$ cat src/rtl/battleship_shot_engine.sv
// Shot-evaluation controller for the battleship game. It accepts one shot at
// a time, reads the ship-map memory, and tracks marks, hits and turns.
// Ports: clk, reset (sync, active-high), new_game restart pulse;
//   shot_valid/shot_ready/shot_row/shot_col shot handshake;
//   mem_rd_en/mem_addr/mem_rd_data ship-map read (1-cycle latency);
//   result_valid, hit, repeat_shot, hits_count, turns_left,
//   all_ships_sunk, turns_exhausted results for the game FSM.
// Optional macro SHOT_REPEAT_FREE_EN: repeat shots cost no turn.
module battleship_shot_engine #(
    parameter int GRID_BITS  = 3,
    parameter int MAX_TURNS  = 40,
    parameter int SHIP_CELLS = 17,
    localparam int AW = 2 * GRID_BITS,
    localparam int HW = $clog2(SHIP_CELLS + 1),
    localparam int TW = $clog2(MAX_TURNS + 1)
) (
    input  logic                 clk,
    input  logic                 reset,
    input  logic                 new_game,
    input  logic                 shot_valid,
    output logic                 shot_ready,
    input  logic [GRID_BITS-1:0] shot_row,
    input  logic [GRID_BITS-1:0] shot_col,
    output logic                 mem_rd_en,
    output logic [AW-1:0]        mem_addr,
    input  logic                 mem_rd_data,
    output logic                 result_valid,
    output logic                 hit,
    output logic                 repeat_shot,
    output logic [HW-1:0]        hits_count,
    output logic [TW-1:0]        turns_left,
    output logic                 all_ships_sunk,
    output logic                 turns_exhausted
);

    localparam int NCELLS = 1 << AW;
    localparam logic [HW-1:0] SHIPS = HW'(SHIP_CELLS);
    localparam logic [TW-1:0] TURNS = TW'(MAX_TURNS);

    typedef enum logic [2:0] {
        S_IDLE,
        S_READ,
        S_WAIT,
        S_REPORT,
        S_DONE
    } state_e;

    state_e            state_q, state_d;
    logic [AW-1:0]     addr_q, addr_d;
    logic [NCELLS-1:0] marks_q, marks_d;
    logic              hit_q, hit_d;
    logic              rep_q, rep_d;
    logic [HW-1:0]     hits_q, hits_d;
    logic [TW-1:0]     turns_q, turns_d;
    logic              sunk_q, sunk_d;
    logic              exh_q, exh_d;
    logic              marked;
    logic              spend;

    assign marked = marks_q[addr_q];

`ifdef SHOT_REPEAT_FREE_EN
    assign spend = ~marked;
`else
    assign spend = 1'b1;
`endif

    // Results are computed at the end of WAIT so that they are already
    // registered when result_valid pulses in REPORT.
    always_comb begin
        state_d = state_q;
        addr_d  = addr_q;
        marks_d = marks_q;
        hit_d   = hit_q;
        rep_d   = rep_q;
        hits_d  = hits_q;
        turns_d = turns_q;
        sunk_d  = sunk_q;
        exh_d   = exh_q;
        unique case (state_q)
            S_IDLE: begin
                if (shot_valid) begin
                    addr_d  = {shot_row, shot_col};
                    state_d = S_READ;
                end
            end
            S_READ: state_d = S_WAIT;
            S_WAIT: begin
                state_d = S_REPORT;
                hit_d   = ~marked & mem_rd_data;
                rep_d   = marked;
                if (!marked) begin
                    marks_d[addr_q] = 1'b1;
                end
                if (!marked && mem_rd_data && hits_q != SHIPS) begin
                    hits_d = hits_q + HW'(1);
                end
                if (spend && turns_q != '0) begin
                    turns_d = turns_q - TW'(1);
                end
                sunk_d = (hits_d == SHIPS);
                exh_d  = (turns_d == '0);
            end
            S_REPORT: begin
                state_d = (sunk_q | exh_q) ? S_DONE : S_IDLE;
            end
            S_DONE: state_d = S_DONE;
            default: state_d = S_IDLE;
        endcase
        // Restart overrides everything, including a same-cycle shot.
        if (new_game) begin
            state_d = S_IDLE;
            marks_d = '0;
            hit_d   = 1'b0;
            rep_d   = 1'b0;
            hits_d  = '0;
            turns_d = TURNS;
            sunk_d  = 1'b0;
            exh_d   = 1'b0;
        end
    end

    always_ff @(posedge clk) begin
        if (reset) begin
            state_q <= S_IDLE;
            addr_q  <= '0;
            marks_q <= '0;
            hit_q   <= 1'b0;
            rep_q   <= 1'b0;
            hits_q  <= '0;
            turns_q <= TURNS;
            sunk_q  <= 1'b0;
            exh_q   <= 1'b0;
        end else begin
            state_q <= state_d;
            addr_q  <= addr_d;
            marks_q <= marks_d;
            hit_q   <= hit_d;
            rep_q   <= rep_d;
            hits_q  <= hits_d;
            turns_q <= turns_d;
            sunk_q  <= sunk_d;
            exh_q   <= exh_d;
        end
    end

    assign shot_ready      = (state_q == S_IDLE) & ~reset;
    assign mem_rd_en       = (state_q == S_READ);
    assign mem_addr        = mem_rd_en ? addr_q : '0;
    assign result_valid    = (state_q == S_REPORT);
    assign hit             = hit_q;
    assign repeat_shot     = rep_q;
    assign hits_count      = hits_q;
    assign turns_left      = turns_q;
    assign all_ships_sunk  = sunk_q;
    assign turns_exhausted = exh_q;

endmodule
$ cat config.mk
export PLATFORM = sky130hd
export DESIGN_NAME = battleship_shot_engine
export DESIGN_NICKNAME = d
export VERILOG_FILES = /design/src/rtl/battleship_shot_engine.sv
export SDC_FILE = /design/constraint.sdc
export NUM_CORES = 1
export LEC_CHECK = 0
export BUFFER_PORTS_ARGS = -buffer_cell sky130_fd_sc_hd__buf_2
export CAP_MARGIN = 15
export CORE_MARGIN = 8
export CORE_UTILIZATION = 25
export DETAILED_ROUTE_END_ITERATION = 12
export PLACE_DENSITY = 0.46
export SETUP_SLACK_MARGIN = 0.3
export SLEW_MARGIN = 10
export SYNTH_ARGS = -nofsm -noshare
export SYNTH_HDL_FRONTEND = slang
export SYNTH_SLANG_ARGS = --single-unit
$ cat constraint.sdc
create_clock -name clk -period 5.1 [get_ports clk]
set_clock_uncertainty 0.05 [all_clocks]
set_input_delay 1.02 -clock clk [delete_from_list [all_inputs] [get_ports clk]]
set_output_delay 1.02 -clock clk [all_outputs]
set_load 0.1 [all_outputs]
# After elaboration in Yosys (flattened, before gate mapping)
# Cells that the tools add are included.
# totals
regBits,88
mem_bits_ro,0
mem_bits_rw,0
memories,0
output_inout_bits,24
latch_bits,0
in_bits,11
word_cells,48
# classes
magnitude_cmp,2
div_mod_pow,0
reduce_logical,10
addsub,2
eq_ne,7
shifts,0
n_bitwise,6
muxes,12
multipliers,0
# ops
cell,n
bitwise OR 64 bit,1
2-to-1 mux 6 bit,3
one-hot mux 3 bit (5 select lines),1
2-to-1 mux 5 bit,2
"< comparator 6 x 7 -> 1 bit, second input constant",1
binary-select mux 1 bit (select 6 bit),1
demux 1 bit (select 6 bit),1
"== test 3 x 2 -> 1 bit, second input constant",2
">= comparator 6 x 1 -> 1 bit, second input constant",1
zero test 6 bit,1
2-to-1 mux 3 bit,2
nonzero test 6 bit,1
"subtractor 6 x 1 -> 6 bit, second input constant",1
"adder 5 x 1 -> 5 bit, second input constant",1
"== test 5 bit, second input constant",1
"!= test 5 bit, second input constant",1
AND reduction 2 bit,2
"== test 3 x 1 -> 1 bit, second input constant",1
"== test 3 bit, second input constant",1
logical AND 1 bit,3
zero test 3 bit,1
bitwise AND 1 bit,2
2-to-1 mux 1 bit,2
"!= test 2 bit, second input constant",1
4 further kinds,5

# Logic depth before layout (Yosys ltp)
# Gate-level depths: netlist of the first run.
# logic_depth
word_depth,8
mapped_depth,11
mapped_depth_nobuf,9

# Worst setup path before layout of the first run
# No wires, ideal clock.
# synth_timing
path_kind,input to output
startpoint,input port reset
endpoint,output port shot_ready
arrival_ns,4.026
cell_stages,2
t_required_ns,4.030
n_path_buf,1
setup_slack_ns,0.004
cell_sequence,clkbuf_1 > nor4_1
# synth_between
elab_chain_len,2
# synth_rtl
item,line_no,source
start: declaration,18,"input logic reset,"
NOT 1 bit,147,assign shot_ready = (state_q == S_IDLE) & ~reset;
bitwise AND 1 bit,147,
end: declaration,21,"output logic shot_ready,"
# Every way passes these cells.

# Final worst setup path of the first run
# layout_timing
startpoint,register addr_q[2]
endpoint,register marks_q[55]
# layout_between
elab_chain_len,5
# layout_rtl
item,line_no,source
start: declaration,49,"logic [AW-1:0] addr_q, addr_d;"
start signal: assignment,136,addr_q <= addr_d;
< comparator 6 x 7 -> 1 bit (not written as such) / >= comparator 6 x 1 -> 1 bit (equally long branches),93,marks_d[addr_q] = 1'b1;
logical AND 1 bit (not written as such),93,
2-to-1 mux 1 bit (not written as such),93,
demux 1 bit (select 6 bit),93,
bitwise OR 64 bit (no source line),-,
end signal: assignment,137,marks_q <= marks_d;
end: declaration,50,"logic [NCELLS-1:0] marks_q, marks_d;"
# Parallel ways exist; a longest one is shown, timed or not. The select of a mux whose other input is x is not followed.
# A chain may end at the register's enable or synchronous reset.

==> results.cfg, run 1 <==
[outcome]
outcome = finished clean

[synth]
synth_edf_count = 0
yosysTopAreaCell = dfxtp_1
ys_seq_area_frac = 0.4519
syn_nets = 443
synth-warning-count = 0
yosysUniqueCellTypes = 49
synth_ff_type = dfxtp_1
synth_common_cells = dfxtp_1, nand2_1, o21ai_0
synthCells = 428
synth.most_common_cell = dfxtp_1
ys_seq_elements = 88
synth.cell_area_sq_um = 3899
async_flop_share = 0
synth_top_area_share = 0.4519
synthTopCellsByArea = dfxtp_1, o21ai_0, nand2_1, mux4_2, mux2i_1
synth.avg_cell_area_sq_um = 9.109

[final_layout]
stdcell_count = 638
drive_gt1_frac = 0.1644
fin_nets = 460
register_area_sq_um = 1762
multi_input_area_sq_um = 1969
n_fill_cell = 1605
syn_to_final_growth_pct = 15.82
antennaDiodeCount = 0

[pwr]
p_int_w = 0.001128
swShare = 0.2357
p_per_area_nw_per_um2 = 326.8
p_switching_w = 0.0003478
vdd_drop_max_mv = 0.1382
p_leak_nw = 1.646
p_clk_frac = 0.458
seq_power_share = 0.481
p_comb_frac = 0.061

[route]
post-route-drc-count = 0
post_drt_wl_per_cell_um = 15.14
wl_um = 9659
ant_nets = 0
drt_first_pass_iters = 4
vias_per_cell = 4.851
vias = 3095
drt_iter0_drc = 231

[hold_path]
hold_class = flop to flop
min_to = marks_q[11]
worstHoldPathCells = 2
min_from = marks_q[11]

[timing]
tightest_slew_ns = 0.8382
layout_setup_ws_ns = 1.984
grt_setup_unrepaired = false
slew_headroom = 0.4397
hold_violations = 0
finalCritPeriodShare = 0.6110
final_max_slew_viol_count = 0
fin_crit_ns = 3.116
max_freq_mhz = 320.9
setup_viol = 0
fin_tns_setup_ns = 0

[clocking]
h-tree-depth = 3
ctsHoldBuffers = 0
path_clk_slew_ns = 0.06
cts_sinks = 88
cts_tree = built
clk_latency_ns = 0.34
cts_resized = 0
cts_buffer_depth = 2
cts_inserted_buffers = 9
cts_root_buffer = clkbuf_16
postCtsSetupBuffers = 0

[setup_path]
cp-end-kind = flop
reg2reg_from = addr_q[2]
cp_max_fo = 10
cp.arrival_ns = 3.34
crit_cells = 7
crit_path_top_delay_cell = dfxtp_1
worstSetupPathType = flop to flop
cp.required_ns = 5.33
reg2reg_setup_slack_ns = 1.98
path_cells = mux4_2 -> a22oi_1 -> and4_1 -> nand4_4 -> nor3_4 -> and3_1 -> a22o_1
path_buf_inv = 0
r2r-end = marks_q[55]
critPathTopFamily = simple AND/OR/NAND/NOR gates
reg2reg_depth = 7
cp_slowest_stage_delay_ns = 0.70
critPathLaunchType = flop

[floorplan]
die_w_um = 140.9
num_io_pins = 35
start_util = 0.2565
core_sq_um = 15200
die_h_um = 140.9
die_area_sq_um = 19850
num_rows = 45

[placement]
pre_cts_ws_ns = 1.882
hpwl_um = 6498
dpl.cell_count = 622
numPortBuffers = 34
gp_congestion = 0.7224

[global_routing]
antenna_found_initial = 0
grt_pass1_wl_um = 15710
grt_max_degree = 71
grt_usage = 0.09905
overflow = 0
first_global_vias = 2980

[job]
cap_violations = 0
per-stage QoR:
stage	hold slack (ns)	util	instance area, sq um	total power (W)
after floorplan	0.3666	-	3910	0.0007933
after global placement	0.3757	0.2768	4208	0.0008157
after detailed placement	0.3900	0.2768	4208	0.0008156
after CTS	0.4051	0.2970	4516	0.001498
after global routing	0.4304	0.2970	4516	0.001535
final	0.3965	0.2970	4516	0.001476
worst min-delay path, delay by kind of cell, from the launching register on:
kind / cells / cell delay, ns
AO/OA/AOI/OAI: 1 / 0.05
flip-flops: 1 / 0.32
AND/OR/NAND/NOR: 1 / 0.04
flip-flops by register name, indices dropped and copies added (netlist names):
register,flops
turns_exhausted,1
marks_q,64
state_q,3
hit,1
all_ships_sunk,1
repeat_shot,1
turns_left,6
addr_q,6
hits_count,5
power by group through the flow:
stage	Sequential (W)	Clock (W)	Combinational (W)
detailed placement	0.000725	0	0.0000907
global placement	0.000725	0	0.0000911
finish	0.000709	0.000676	0.0000903
global route	0.000711	0.000726	0.0000982
floorplan	0.000714	0	0.0000797
CTS	0.000709	0.000698	0.0000913
cells in the final DEF (no fill, tap or decap), types with 3 or more instances in the layout:
cell,synthesis,final
nand3_1,6,6
and3_1,4,4
buf_4,2,3
nor2_1,25,24
nor3_4,3,3
nor2b_1,5,5
and2_1,7,7
clkbuf_16,0,9
a22o_1,8,8
dfxtp_1,88,88
nor4bb_1,4,4
nor3_1,8,8
mux2i_1,16,16
mux4_2,10,10
o21ai_0,62,62
a21oi_1,9,9
ha_1,4,4
buf_2,5,34
nand2_1,73,73
nand4_1,4,4
inv_1,13,13
xnor2_1,5,5
a22oi_1,6,6
nand3b_1,5,5
layer usage:
layer | vias to the layer above | share of wire | routed length (um) | track usage
li1 | 1548 | - | - | -
met1 | 1480 | 0.51 | 4881 | 0.1315
met2 | 61 | 0.44 | 4218 | 0.1512
met3 | 6 | 0.046 | 442 | 0.02701
met4 | 0 | 0.012 | 116 | 0.03450
met5 | - | 0 | 0 | 0
cell families (layout without fill, tap and decap cells):
| kind of cell | count (synthesis) | after routing | synth area share |
|---|---|---|---|
| multiplexers | 28 | 28 | 0.1123 |
| XOR/XNOR | 5 | 5 | 0.01123 |
| adder cells (fa/ha/maj) | 4 | 4 | 0.01284 |
| AND/OR/NAND/NOR | 163 | 163 | 0.2208 |
| AO/OA/AOI/OAI | 96 | 96 | 0.1431 |
| buffers and inverters | 44 | 66 | 0.04782 |
| flip-flops | 88 | 88 | 0.4519 |
how the worst max path moves through the flow:
stage	endpoint	slack, ns	startpoint
after floorplan	shot_ready	1.19	reset
after global routing	marks_q[44]	1.81	addr_q[2]
after CTS	mem_addr[2]	1.98	addr_q[2]
after detailed placement	marks_q[39]	1.88	reset
final	marks_q[55]	1.98	addr_q[2]
after global placement	marks_q[31]	1.93	reset
final cells by class:
type	instances	share of cell area
flip-flops and latches	88	0.3901
well taps	188	0.05209
clock inverters	4	0.01136
clock buffers	12	0.05680
multi-input cells	296	0.4361
inverters	13	0.01081
repair buffers	37	0.04267
Note: power is estimated with default switching activity, not from simulation.
==> run 2, diff against run 1 <==
--- a/config.mk
+++ b/config.mk
@@ -5,6 +5,7 @@
 export SDC_FILE = /design/constraint.sdc
 export NUM_CORES = 1
 export LEC_CHECK = 0
+export ABC_AREA = 1
 export BUFFER_PORTS_ARGS = -buffer_cell sky130_fd_sc_hd__buf_2
 export CAP_MARGIN = 15
 export CORE_MARGIN = 8
==> constraint.sdc (replaced) <==
create_clock -name clk -period 3 [get_ports clk]
set_clock_uncertainty 0.05 [all_clocks]
set_input_delay 0.6 -clock clk [delete_from_list [all_inputs] [get_ports clk]]
set_output_delay 0.6 -clock clk [all_outputs]
set_load 0.1 [all_outputs]
==> results.cfg, run 2 <==
[outcome]
outcome = finished clean

[final_layout]
regMostFlops = marks_q
final_common_cell = nand3_1
antennaDiodeCount = 0
syn_to_final_growth_pct = 18.48
fin_nets = 677
most-common-layout-cells = nand3_1, nand2_1, inv_1
largest_register_ffs = 64
drive_gt1_frac = 0.1439

[clocking]
postCtsSetupBuffers = 0
path_clk_slew_ns = 0.06
h-tree-depth = 3
cts_resized = 0
clk_latency_ns = 0.34
cts_buffer_depth = 2
cts_root_buffer = clkbuf_16
cts_sinks = 88
cts_tree = built
ctsHoldBuffers = 0
cts_inserted_buffers = 9

[setup_path]
cp.required_ns = 2.35
cp.arrival_ns = 1.71
cp_max_fo = 7
worstSetupPathType = flop to output port
critPathLaunchType = flop
cp-end-kind = output port

[floorplan]
die_area_sq_um = 21900
core_sq_um = 17180
num_io_pins = 35
start_util = 0.2535
die_h_um = 148.0
die_w_um = 148.0
num_rows = 48

[timing]
setup_viol = 0
layout_setup_ws_ns = 0.6450
fin_crit_ns = 2.355
grt_setup_unrepaired = false
hold_violations = 0
tightest_slew_ns = 0.7656
fin_tns_setup_ns = 0
final_max_slew_viol_count = 0
max_freq_mhz = 424.6
finalCritPeriodShare = 0.7850
slew_headroom = 0.4877

[route]
drt_first_pass_iters = 5
post-route-drc-count = 0
drt_iter0_drc = 310
vias = 4031
post_drt_wl_per_cell_um = 13.39
ant_nets = 0
vias_per_cell = 4.519
wl_um = 11940

[hold_path]
hold_class = flop to flop

[synth]
synth.most_common_cell = nand3_1
yosysTopAreaCell = dfxtp_1
synth_ff_type = dfxtp_1
ys_seq_elements = 88
ys_seq_area_frac = 0.4046
synth.cell_area_sq_um = 4354
synthCells = 628
synth_top_area_share = 0.4046
synth.avg_cell_area_sq_um = 6.933
synth_edf_count = 0
yosysUniqueCellTypes = 32
synth_common_cells = nand3_1, nand2_1, inv_1
syn_nets = 643
async_flop_share = 0
synthTopCellsByArea = dfxtp_1, nand3_1, a21oi_1, nand2_1, inv_1
synth-warning-count = 0

[placement]
hpwl_um = 8193
gp_congestion = 0.7991
numPortBuffers = 34
pre_cts_ws_ns = 0.7111

[global_routing]
grt_usage = 0.1127
grt_max_degree = 65
overflow = 0
antenna_found_initial = 0
grt_pass1_wl_um = 19860
first_global_vias = 3870

[pwr]
p_per_area_nw_per_um2 = 538.7
p_leak_nw = 2.121
vdd_drop_max_mv = 0.2628

[job]
cap_violations = 0
-- run 2: cell types whose count changed after synthesis, moves of 6 or more --
cell,before,now
nand3_1,6,107
inv_1,13,104
a21oi_1,9,80
o21ai_0,62,17
nand2_1,73,105
nor2_1,25,47
mux2i_1,16,0
clkbuf_1,21,11
mux4_2,10,0
a22o_1,8,0
and2_1,7,0
buf_8,0,6
nor3_2,0,6
-- run 2: cell type report --
cell class	instances	area, sq um
Sequential cell	88	1762
Tap cell	225	281.5
Multi-Input combinational cell	403	2027
Timing Repair Buffer	52	345.3
Inverter	108	409.1
Clock inverter	2	60.06
Fill cell	1922	12020
Clock buffer	14	274.0
-- run 2: logic make-up after synthesis --
group	Yosys count	share of synthesized area
buffers and inverters	137	0.1440
adder cells (fa/ha/maj)	4	0.01149
AND/OR/NAND/NOR	284	0.2986
XOR/XNOR	4	0.008047
flip-flops	88	0.4046
AO/OA/AOI/OAI	111	0.1333
-- run 2: final timing paths --
check | endpoint | cells past startpoint | from | slack (ns)
worst max register to register | marks_q[62] | 13 | addr_q[0] | 0.68
worst max-delay path | mem_addr[1] | 5 | state_q[0] | 0.64
worst min register to register | marks_q[22] | 2 | marks_q[22] | 0.40
worst min-delay path | marks_q[22] | 2 | marks_q[22] | 0.40
-- run 2: routing by layer --
layer	up-vias	track usage	wire (um)
met2	99	0.1792	5456
li1	2082	-	-
met4	0	0.04844	245
met3	18	0.02537	617
met5	-	0	0
met1	1832	0.1435	5626
-- run 2: metrics by stage --
stage          std cells    util  area [sq um]  power [W]  hold WS, ns
6_report             892  0.3003          5159   0.002779       0.4031
5_1_grt              892  0.3003          5159   0.002906       0.4229
4_1_cts              892  0.3003          5159   0.002826       0.4070
3_5_place_dp         876  0.2809          4825   0.001550       0.3972
3_3_place_gp         876  0.2809          4825   0.001552       0.3933
2_1_floorplan        628       -          4418   0.001457       0.3854
-- run 2: report_power, final --
part	internal, W	leakage, nW	switching, W
clock	0.000799	0.163	0.000458
sequential	0.00118	0.710	0.0000143
combinational	0.0000870	1.25	0.000242
total	0.00206	2.12	0.000715
-- run 2: critical path, stage by stage, from the launching register on --
cell and delay, ns:
dfxtp_1 0.36, inv_1 0.10, nor3_4 0.24, inv_4 0.12
nor2_4 0.11, buf_2 0.43
==> run 3, diff against run 2 <==
--- a/config.mk
+++ b/config.mk
@@ -11,7 +11,7 @@
 export CORE_MARGIN = 8
 export CORE_UTILIZATION = 25
 export DETAILED_ROUTE_END_ITERATION = 12
-export PLACE_DENSITY = 0.46
+export PLACE_DENSITY = 0.47
 export SETUP_SLACK_MARGIN = 0.3
 export SLEW_MARGIN = 10
 export SYNTH_ARGS = -nofsm -noshare
==> constraint.sdc (replaced) <==
create_clock -name clk -period 1.96 [get_ports clk]
set_clock_uncertainty 0.05 [all_clocks]
set_input_delay 0.392 -clock clk [delete_from_list [all_inputs] [get_ports clk]]
set_output_delay 0.392 -clock clk [all_outputs]
set_load 0.1 [all_outputs]
==> results.cfg, run 3 (synthesis gave the netlist of run 2 again) <==
[route]
route.met3.wl_um = 692
vias_per_cell = 4.686
post_drt_wl_per_cell_um = 14.93
wl_um = 13940
drt_first_pass_iters = 5
met2_length_um = 6522
drt_iter0_drc = 286
topRoutingLayerUsed = met4
met1Wirelength_um = 6484
post-route-drc-count = 0
vias = 4377
ant_nets = 0

[timing]
setup_viol = 78
fin_crit_ns = 2.238
grt_setup_unrepaired = true
tightest_slew_ns = 0.4926
layout_setup_ws_ns = -0.2775
hold_violations = 0
fin_tns_setup_ns = -16.09
finalCritPeriodShare = 1.142
slew_headroom = 0.6739
max_freq_mhz = 446.9
final_max_slew_viol_count = 0

[global_routing]
grt_usage = 0.1185
first_global_vias = 4088
overflow = 0
grt_pass1_wl_um = 20740
antenna_found_initial = 0
grt_max_degree = 52

[placement]
hpwl_um = 8715
numPortBuffers = 34
gp_congestion = 0.8103

[setup_path]
cpMostUsedCell = nand2_2
cp_slowest_stage_delay_ns = 0.51
cp_max_fo = 7
worstSetupPathType = flop to flop
cp.arrival_ns = 2.46
cp.required_ns = 2.18
crit_path_top_delay_cell = dfxtp_4
cp-end-kind = flop
path_cells = clkbuf_16 -> nand2_2 -> nand3_1 -> nand2_2 -> o21ai_2 -> nand2_2 -> nor2_4 -> nand2_2 -> nor2_4 -> buf_12 -> clkbuf_16 -> nand3_1 -> a21oi_1
critPathLaunchType = flop

[clocking]
path_clk_slew_ns = 0.07
cts_tree = built
cts_inserted_buffers = 9
cts_root_buffer = clkbuf_16
cts_buffer_depth = 2
cts_sinks = 88
ctsHoldBuffers = 0
clk_latency_ns = 0.35
h-tree-depth = 3

[final_layout]
largest_register_ffs = 64
final_common_cell = inv_1
drive_gt1_frac = 0.3371
fin_nets = 719
regMostFlops = marks_q
syn_to_final_growth_pct = 43.45
finish.utilization = 0.3636
antennaDiodeCount = 0
most-common-layout-cells = inv_1, nand3_1, nand2_1

[floorplan]
core_sq_um = 17180
die_w_um = 148.0
die_h_um = 148.0
num_rows = 48
start_util = 0.2535
num_io_pins = 35
die_area_sq_um = 21900

[outcome]
outcome = finished with violations
violations = negative setup slack

[pwr]
vdd_drop_max_mv = 0.4365
p_per_area_nw_per_um2 = 702.6
p_leak_nw = 2.445

[hold_path]
hold_class = input pin to flop

[job]
cap_violations = 0
run 3: changes by cell type in the layout (fill, tap and decap cells not counted), moves of 9 or more:
| cell | delta |
|---|---|
| nand2_1 | -25 |
| nand2_2 | +23 |
| buf_4 | +21 |
| dfxtp_1 | -19 |
| a21oi_1 | -18 |
| a21oi_2 | +18 |
| nand3_1 | -18 |
| nand3_2 | +18 |
| buf_12 | +14 |
| dfxtp_4 | +12 |
| o21ai_0 | -9 |
run 3: what timing repair did:
| action | in CTS | in global routing |
|---|---|---|
| pin swaps | 6 | 45 |
| cloned | 0 | 11 |
| buffers inserted | 0 | 6 |
| endpoints found under the setup margin | 82 | 82 |
| resized for setup | 16 | 103 |
run 3: where the power goes:
group | leakage (nW) | internal [W] | switching [W]
sequential | 0.721 | 0.00179 | 0.0000261
clock | 0.158 | 0.00113 | 0.000708
combinational | 1.57 | 0.000264 | 0.000464
total | 2.44 | 0.00319 | 0.00120
run 3: worst paths after layout:
path / slack [ns] / end / cells past startpoint / startpoint
max: -0.28 / marks_q[47] / 13 / addr_q[0]
min: 0.27 / addr_q[4] / 3 / shot_row[1]
max reg2reg: -0.28 / marks_q[47] / 13 / addr_q[0]
min reg2reg: 0.40 / marks_q[55] / 2 / marks_q[55]
run 3: cell type report:
cell class / count / area (sq um)
clock inverters: 2 / 35.03
flip-flops and latches: 88 / 1815
well taps: 225 / 281.5
fillers: 1824 / 10930
inverters: 108 / 432.9
repair buffers: 93 / 1012
clock buffers: 14 / 285.3
repair inverters: 1 / 8.758
multi-input cells: 403 / 2375
run 3: per-layer routing:
metal,up-vias,GRT usage
met5,-,0
met4,0,0.04131
met3,14,0.02660
met2,103,0.1934
met1,2079,0.1503
li1,2181,-
run 3: metrics by stage:
stage | setup WS [ns] | std cells | hold WS [ns] | cell area (sq um) | total power [W]
6_report | -0.2775 | 934 | 0.2705 | 6246 | 0.004388
5_1_grt | -0.4013 | 934 | 0.2851 | 6246 | 0.004574
4_1_cts | -0.1596 | 917 | 0.2615 | 5607 | 0.004317
3_5_place_dp | -0.2705 | 901 | 0.3964 | 5236 | 0.002448
3_3_place_gp | -0.2793 | 901 | 0.3930 | 5236 | 0.002448
2_1_floorplan | -0.7479 | 628 | 0.3854 | 4537 | 0.002241
run 3: critical path, delay by kind of cell (launching register included):
family	cells	cell delay (ns)
compound gates	2	0.28
flops	1	0.51
simple gates	8	0.77
buf+inv	3	0.53
